==> src/rtl/alu_arbiter.sv <==
// alu_arbiter: shares one ALU among NREQ requesters; define ALU_ARB_FIXED_PRIO_EN for fixed priority instead of round-robin
module alu_arbiter #(
  parameter int N           = 32,
  parameter int NREQ        = 4,
  parameter int IDW         = 2,
  parameter int EXEC_CYCLES = 1
) (
  input  logic              clk,
  input  logic              rst,
  input  logic [NREQ-1:0]   req_valid,
  output logic [NREQ-1:0]   req_ready,
  input  logic [NREQ*N-1:0] req_a,
  input  logic [NREQ*N-1:0] req_b,
  input  logic [NREQ*3-1:0] req_op,
  output logic [N-1:0]      alu_a,
  output logic [N-1:0]      alu_b,
  output logic [2:0]        alu_ctrl,
  input  logic [N-1:0]      alu_result,
  input  logic [3:0]        alu_flags,
  output logic              rsp_valid,
  input  logic              rsp_ready,
  output logic [IDW-1:0]    rsp_id,
  output logic [N-1:0]      rsp_result,
  output logic [3:0]        rsp_flags
);
`ifdef ALU_ARB_FIXED_PRIO_EN
  localparam bit FIXED = 1'b1;
`else
  localparam bit FIXED = 1'b0;
`endif
  localparam int CW = EXEC_CYCLES > 1 ? $clog2(EXEC_CYCLES) : 1;
  typedef enum logic [1:0] {IDLE, EXEC, RESP} state_t;
  state_t state, state_n;
  logic [IDW-1:0] rr_ptr, id_q, gnt;
  logic [CW-1:0] cnt;
  logic any;
  logic take;
  // pick the first valid requester, scanning from rr_ptr (or from 0 in fixed priority)
  always_comb begin
    any = 1'b0;
    gnt = '0;
    for (int k = NREQ - 1; k >= 0; k--) begin
      if (req_valid[FIXED ? k : (int'(rr_ptr) + k) % NREQ]) begin
        any = 1'b1;
        gnt = IDW'(FIXED ? k : (int'(rr_ptr) + k) % NREQ);
      end
    end
  end
  // next state and combinational grant
  always_comb begin
    take = state == IDLE && any && !rst;
    req_ready = take ? {{(NREQ-1){1'b0}}, 1'b1} << gnt : '0;
    state_n = state == IDLE ? (any ? EXEC : IDLE) :
              state == EXEC ? (cnt == '0 ? RESP : EXEC) :
              (rsp_ready ? IDLE : RESP);
  end
  // state register, operand latch, exec countdown and response capture
  always_ff @(posedge clk) begin
    if (rst) begin
      state      <= IDLE;
      rr_ptr     <= '0;
      id_q       <= '0;
      cnt        <= '0;
      alu_a      <= '0;
      alu_b      <= '0;
      alu_ctrl   <= '0;
      rsp_valid  <= 1'b0;
      rsp_id     <= '0;
      rsp_result <= '0;
      rsp_flags  <= '0;
    end else begin
      state <= state_n;
      if (take) begin
        alu_a    <= req_a[gnt*N +: N];
        alu_b    <= req_b[gnt*N +: N];
        alu_ctrl <= req_op[gnt*3 +: 3];
        id_q     <= gnt;
        cnt      <= CW'(EXEC_CYCLES - 1);
        rr_ptr   <= FIXED ? '0 : IDW'((int'(gnt) + 1) % NREQ);
      end
      if (state == EXEC && cnt != '0) cnt <= cnt - 1'b1;
      if (state == EXEC && cnt == '0) begin
        rsp_valid  <= 1'b1;
        rsp_result <= alu_result;
        rsp_flags  <= alu_flags;
        rsp_id     <= id_q;
      end
      if (state == RESP && rsp_ready) rsp_valid <= 1'b0;
    end
  end
endmodule

==> config.mk <==
export PLATFORM = sky130hd
export DESIGN_NAME = alu_arbiter
export DESIGN_NICKNAME = d
export VERILOG_FILES = /design/src/rtl/alu_arbiter.sv
export SDC_FILE = /design/constraint.sdc
export NUM_CORES = 1
export LEC_CHECK = 0
export ABC_AREA = 0
export BUFFER_PORTS_ARGS = -buffer_cell sky130_fd_sc_hd__buf_2
export CORE_AREA = 2 2 164 166
export CTS_CLUSTER_DIAMETER = 150
export DETAILED_ROUTE_END_ITERATION = 8
export DIE_AREA = 0 0 166 168
export GPL_TIMING_DRIVEN = 0
export HOLD_SLACK_MARGIN = 0.03
export REMOVE_ABC_BUFFERS = 1
export SLEW_MARGIN = 40
export SYNTH_ARGS = -nofsm -noshare
export SYNTH_HDL_FRONTEND = slang
export SYNTH_SLANG_ARGS = --single-unit
==> constraint.sdc <==
create_clock -name clk -period 2.7 [get_ports clk]
set_input_delay 0.135 -clock clk [delete_from_list [all_inputs] [get_ports clk]]
set_output_delay 0.135 -clock clk [all_outputs]
set_load 0.01 [all_outputs]
==> results.md <==
STA
• **maximum clock skew at final layout** 0.0136 ns
• **Final Max Slew Viols** 0
• **minimum period implied by the final worst setup slack** 2.59 ns
• **total setup violations reported at the end of the flow** 0
• **relative slew slack** 48.1%
• **Worst Hold Margin** 0.0491 ns
• **number of hold violations in the final report** 0
• **slew at the pin with the worst max-slew slack** 0.779 ns
• **setup repair after global routing missed its margin** no
• **final worst-path cycle share** 95.9%
• **maximum clock rate** 386 MHz

Yosys
• **sequential element share of the synthesized area** 41.8%
• **number of flip-flops and latches in the synthesized netlist** 113
• **share of flip-flops with an asynchronous set or reset** 0%
• **area of the mapped netlist** 0.00541 mm^2
• **portion of synthesized cell area occupied by the leading cell type** 41.8%
• **most common cell in the netlist** sky130_fd_sc_hd__nand2_1
• **Post-synth top flop** sky130_fd_sc_hd__dfxtp_1
• **number of distinct library cells after synthesis** 29
• **number of enable flip-flop cells after synthesis** 0
• **most area-consuming cells after synthesis** sky130_fd_sc_hd__dfxtp_1 42%, sky130_fd_sc_hd__mux2i_1 25%, sky130_fd_sc_hd__o221ai_1 11%, sky130_fd_sc_hd__nand2_1 10%, sky130_fd_sc_hd__a21oi_1 4.0%
• **warnings from Yosys** 0
• **mean cell area of the mapped netlist** 9.14 um^2
• **commonest cells in the netlist** 148 x sky130_fd_sc_hd__nand2_1, 134 x sky130_fd_sc_hd__mux2i_1, 113 x sky130_fd_sc_hd__dfxtp_1
• **biggest area consumer among synthesized cells** sky130_fd_sc_hd__dfxtp_1
• **gate count of the mapped netlist** 592

Worst setup path
• **critical path's largest stage delay** 0.59 ns
• **CP Launch Type** flop
• **endpoint type of the worst setup path** flop
• **category of the most critical setup path** reg -> reg
• **Critical Path AT** 2.86 ns
• **Reg2Reg Capture Point** alu_b[19]$_SDFFE_PP0P_
• **endpoint required time on the critical path** 2.98 ns
• **largest fanout on the critical path** 18
• **critical-path cell with the highest stage delay** sky130_fd_sc_hd__dlygate4sd3_1
• **reg-to-reg setup timing slack** 0.11 ns
• **CP cell instances** nor2b_1 -> or4b_1 -> and2_4 -> buf_12 -> mux2i_1 -> dlygate4sd3_1 -> o221ai_1
• **logic depth of the worst register-to-register path** 7
• **Reg-to-Reg Start** rr_ptr[0]$_SDFFE_PP0P_

Clock tree
• **cell at the root of the clock tree** sky130_fd_sc_hd__clkbuf_16
• **hold buffers post-CTS** 126
• **Post-CTS Setup Repair Bufs** 0
• **number of levels the H-tree was split into** 4
• **number of buffers on the longest clock path** 2
• **total clock buffers created by CTS** 17
• **clock tree from TritonCTS** done
• **Resize count post-CTS** 0
• **CTS clock-pin slew for the worst setup and hold paths** 0.07 ns
• **Clk Latency, worst-skew pair** 0.41 ns
• **Num Clock Sinks** 113

Global routing
• **routing usage on met1** 17.9%
• **met2 usage** 28.6%
• **largest net degree at the start of global routing** 49
• **residual overflow from global routing** 0
• **most used routing layer in global routing** met2
• **met3 Resource Use GR** 4.02%
• **global-route wire length before repair** 35500 um
• **number of antenna violations at the first check in global routing** 2
• **GRT Total Usage** 15.9%
• **vias in the first global route** 6703

Drt
• **sum of routed wire length over all layers** 23200 um
• **vias per cell** 4.53
• **initial drt markers** 254
• **first-pass detailed-route iteration total** 6
• **post-route antenna net violation count** 0
• **Vias** 6671
• **routed wire length per instance** 15.7 um
• **number of DRC violations after detailed routing** 0

Die
• **die outline area** 0.0279 mm^2
• **Die X-Extent** 166 um
• **Vert. Die Dim** 168 um
• **row count** 60
• **initial core utilization** 20.5%
• **I/O pins** 421
• **area of the core region** 0.0264 mm^2

Worst hold path
• **worst min-delay path category** in -> reg
• **Hold Path Origin** req_b[10]
• **Hold Path Stages** 3
• **hold worst-path end** alu_b[10]$_SDFFE_PP0P_

Pwr
• **leakage power summed over all cells** 5.06 nW
• **total power divided by cell area** 650 mW/mm^2
• **maximum ir drop on the vdd rail** 0.000374 V

Placement
• **total of buffers placed on input and output ports** 420
• **Placed Cells** 1313
• **half-perimeter wire length after detailed placement** 16400 um
• **RD Place Congestion** 0.749

Finish
• **final cell count without fillers** 1473
• **relative area change from synthesis to final layout** 81.1%
• **fraction of final layout cells sized beyond drive strength 1** 41.3%
• **Nets** 1428
• **fill cell count** 2651

Outcome
• **outcome** finished clean

Run
• **max_cap viols** 0

-- critical path, delay by kind of cell (launching register included) --
family,cells,cell delay (ns)
multiplexers,1,0.20
flip-flops,1,0.37
AO/OA/AOI/OAI,1,0.12
AND/OR/NAND/NOR,3,0.95
buffers and inverters,2,0.79
-- state kept, by name, indices dropped and copies added, names as in the netlist --
name,count
alu_a,32
alu_b,32
rsp_result,32
rsp_flags,4
alu_ctrl,3
id_q,2
rr_ptr,2
rsp_id,2
state,2
cnt,1
rsp_valid,1
-- stage by stage --
| step | util, % | area [um^2] | setup WS, ns | power, W | TNS [ns] |
|---|---|---|---|---|---|
| 3_5_place_dp | 30.2 | 7950 | 0.292 | 0.00393 | 0 |
| 4_1_cts | 37.2 | 9800 | 0.182 | 0.00646 | 0 |
| 5_1_grt | 37.2 | 9800 | 0.0142 | 0.00673 | 0 |
| 2_1_floorplan | - | 5170 | -3.06 | 0.00328 | -211.19 |
| 3_3_place_gp | 29.2 | 7700 | -5.11 | 0.00407 | -320.12 |
| 6_report | 37.2 | 9800 | 0.111 | 0.00637 | 0 |
-- placed cells by master (no fill, tap or decap), types with 6 or more instances in the layout --
cell type,n
sky130_fd_sc_hd__a21oi_1,43
sky130_fd_sc_hd__buf_12,6
sky130_fd_sc_hd__buf_2,419
sky130_fd_sc_hd__clkbuf_16,17
sky130_fd_sc_hd__clkinv_4,8
sky130_fd_sc_hd__dfxtp_1,113
sky130_fd_sc_hd__dlygate4sd3_1,126
sky130_fd_sc_hd__mux2i_1,134
sky130_fd_sc_hd__nand2_1,147
sky130_fd_sc_hd__nor2_1,11
sky130_fd_sc_hd__o221ai_1,67
-- area by class of cell --
class                   instances  area, um^2  share of cell area [%]
diodes                          2        5.00                  0.0511
clock buffers                  18         429                    4.38
clock inverters                14         160                    1.63
inverters                       2        7.51                  0.0766
multi-input cells             427        2930                    29.9
flip-flops and latches        113        2260                    23.1
well taps                     341         427                    4.35
repair buffers                556        3580                    36.6
-- how the worst max path moves through the flow --
stage | slack (ns) | startpoint | to
after CTS | 0.18 | rr_ptr[0]$_SDFFE_PP0P_ | alu_b[11]$_SDFFE_PP0P_
after floorplan | -3.06 | rr_ptr[0]$_SDFFE_PP0P_ | alu_a[0]$_SDFFE_PP0P_
after global placement | -5.11 | rr_ptr[0]$_SDFFE_PP0P_ | alu_b[14]$_SDFFE_PP0P_
after global routing | 0.01 | rr_ptr[0]$_SDFFE_PP0P_ | alu_b[19]$_SDFFE_PP0P_
final | 0.11 | rr_ptr[0]$_SDFFE_PP0P_ | alu_b[19]$_SDFFE_PP0P_
after detailed placement | 0.29 | rr_ptr[0]$_SDFFE_PP0P_ | alu_b[9]$_SDFFE_PP0P_
-- kinds of logic (layout without fill, tap and decap cells) --
family	count (synthesis)	count (layout)	synth area share (%)
mux	134	134	24.8
other cells	0	2	0
buf+inv	52	590	4.65
xor+xnor	1	1	0.162
compound gates	116	116	15.7
simple gates	176	176	12.9
flops	113	113	41.8
-- report_power, final --
group	internal [W]	total [W]	switching, W
combinational	0.00102	0.00203	0.00101
sequential	0.00193	0.00207	0.000135
clock	0.00137	0.00228	0.000901
-- routing by layer --
metal / share of wire, % / wire length (um)
met1: 40 / 9160
met2: 50 / 11600
met3: 7.8 / 1810
met4: 2.6 / 613
met5: 0 / 0
Power figures use the tool's default switching activity.
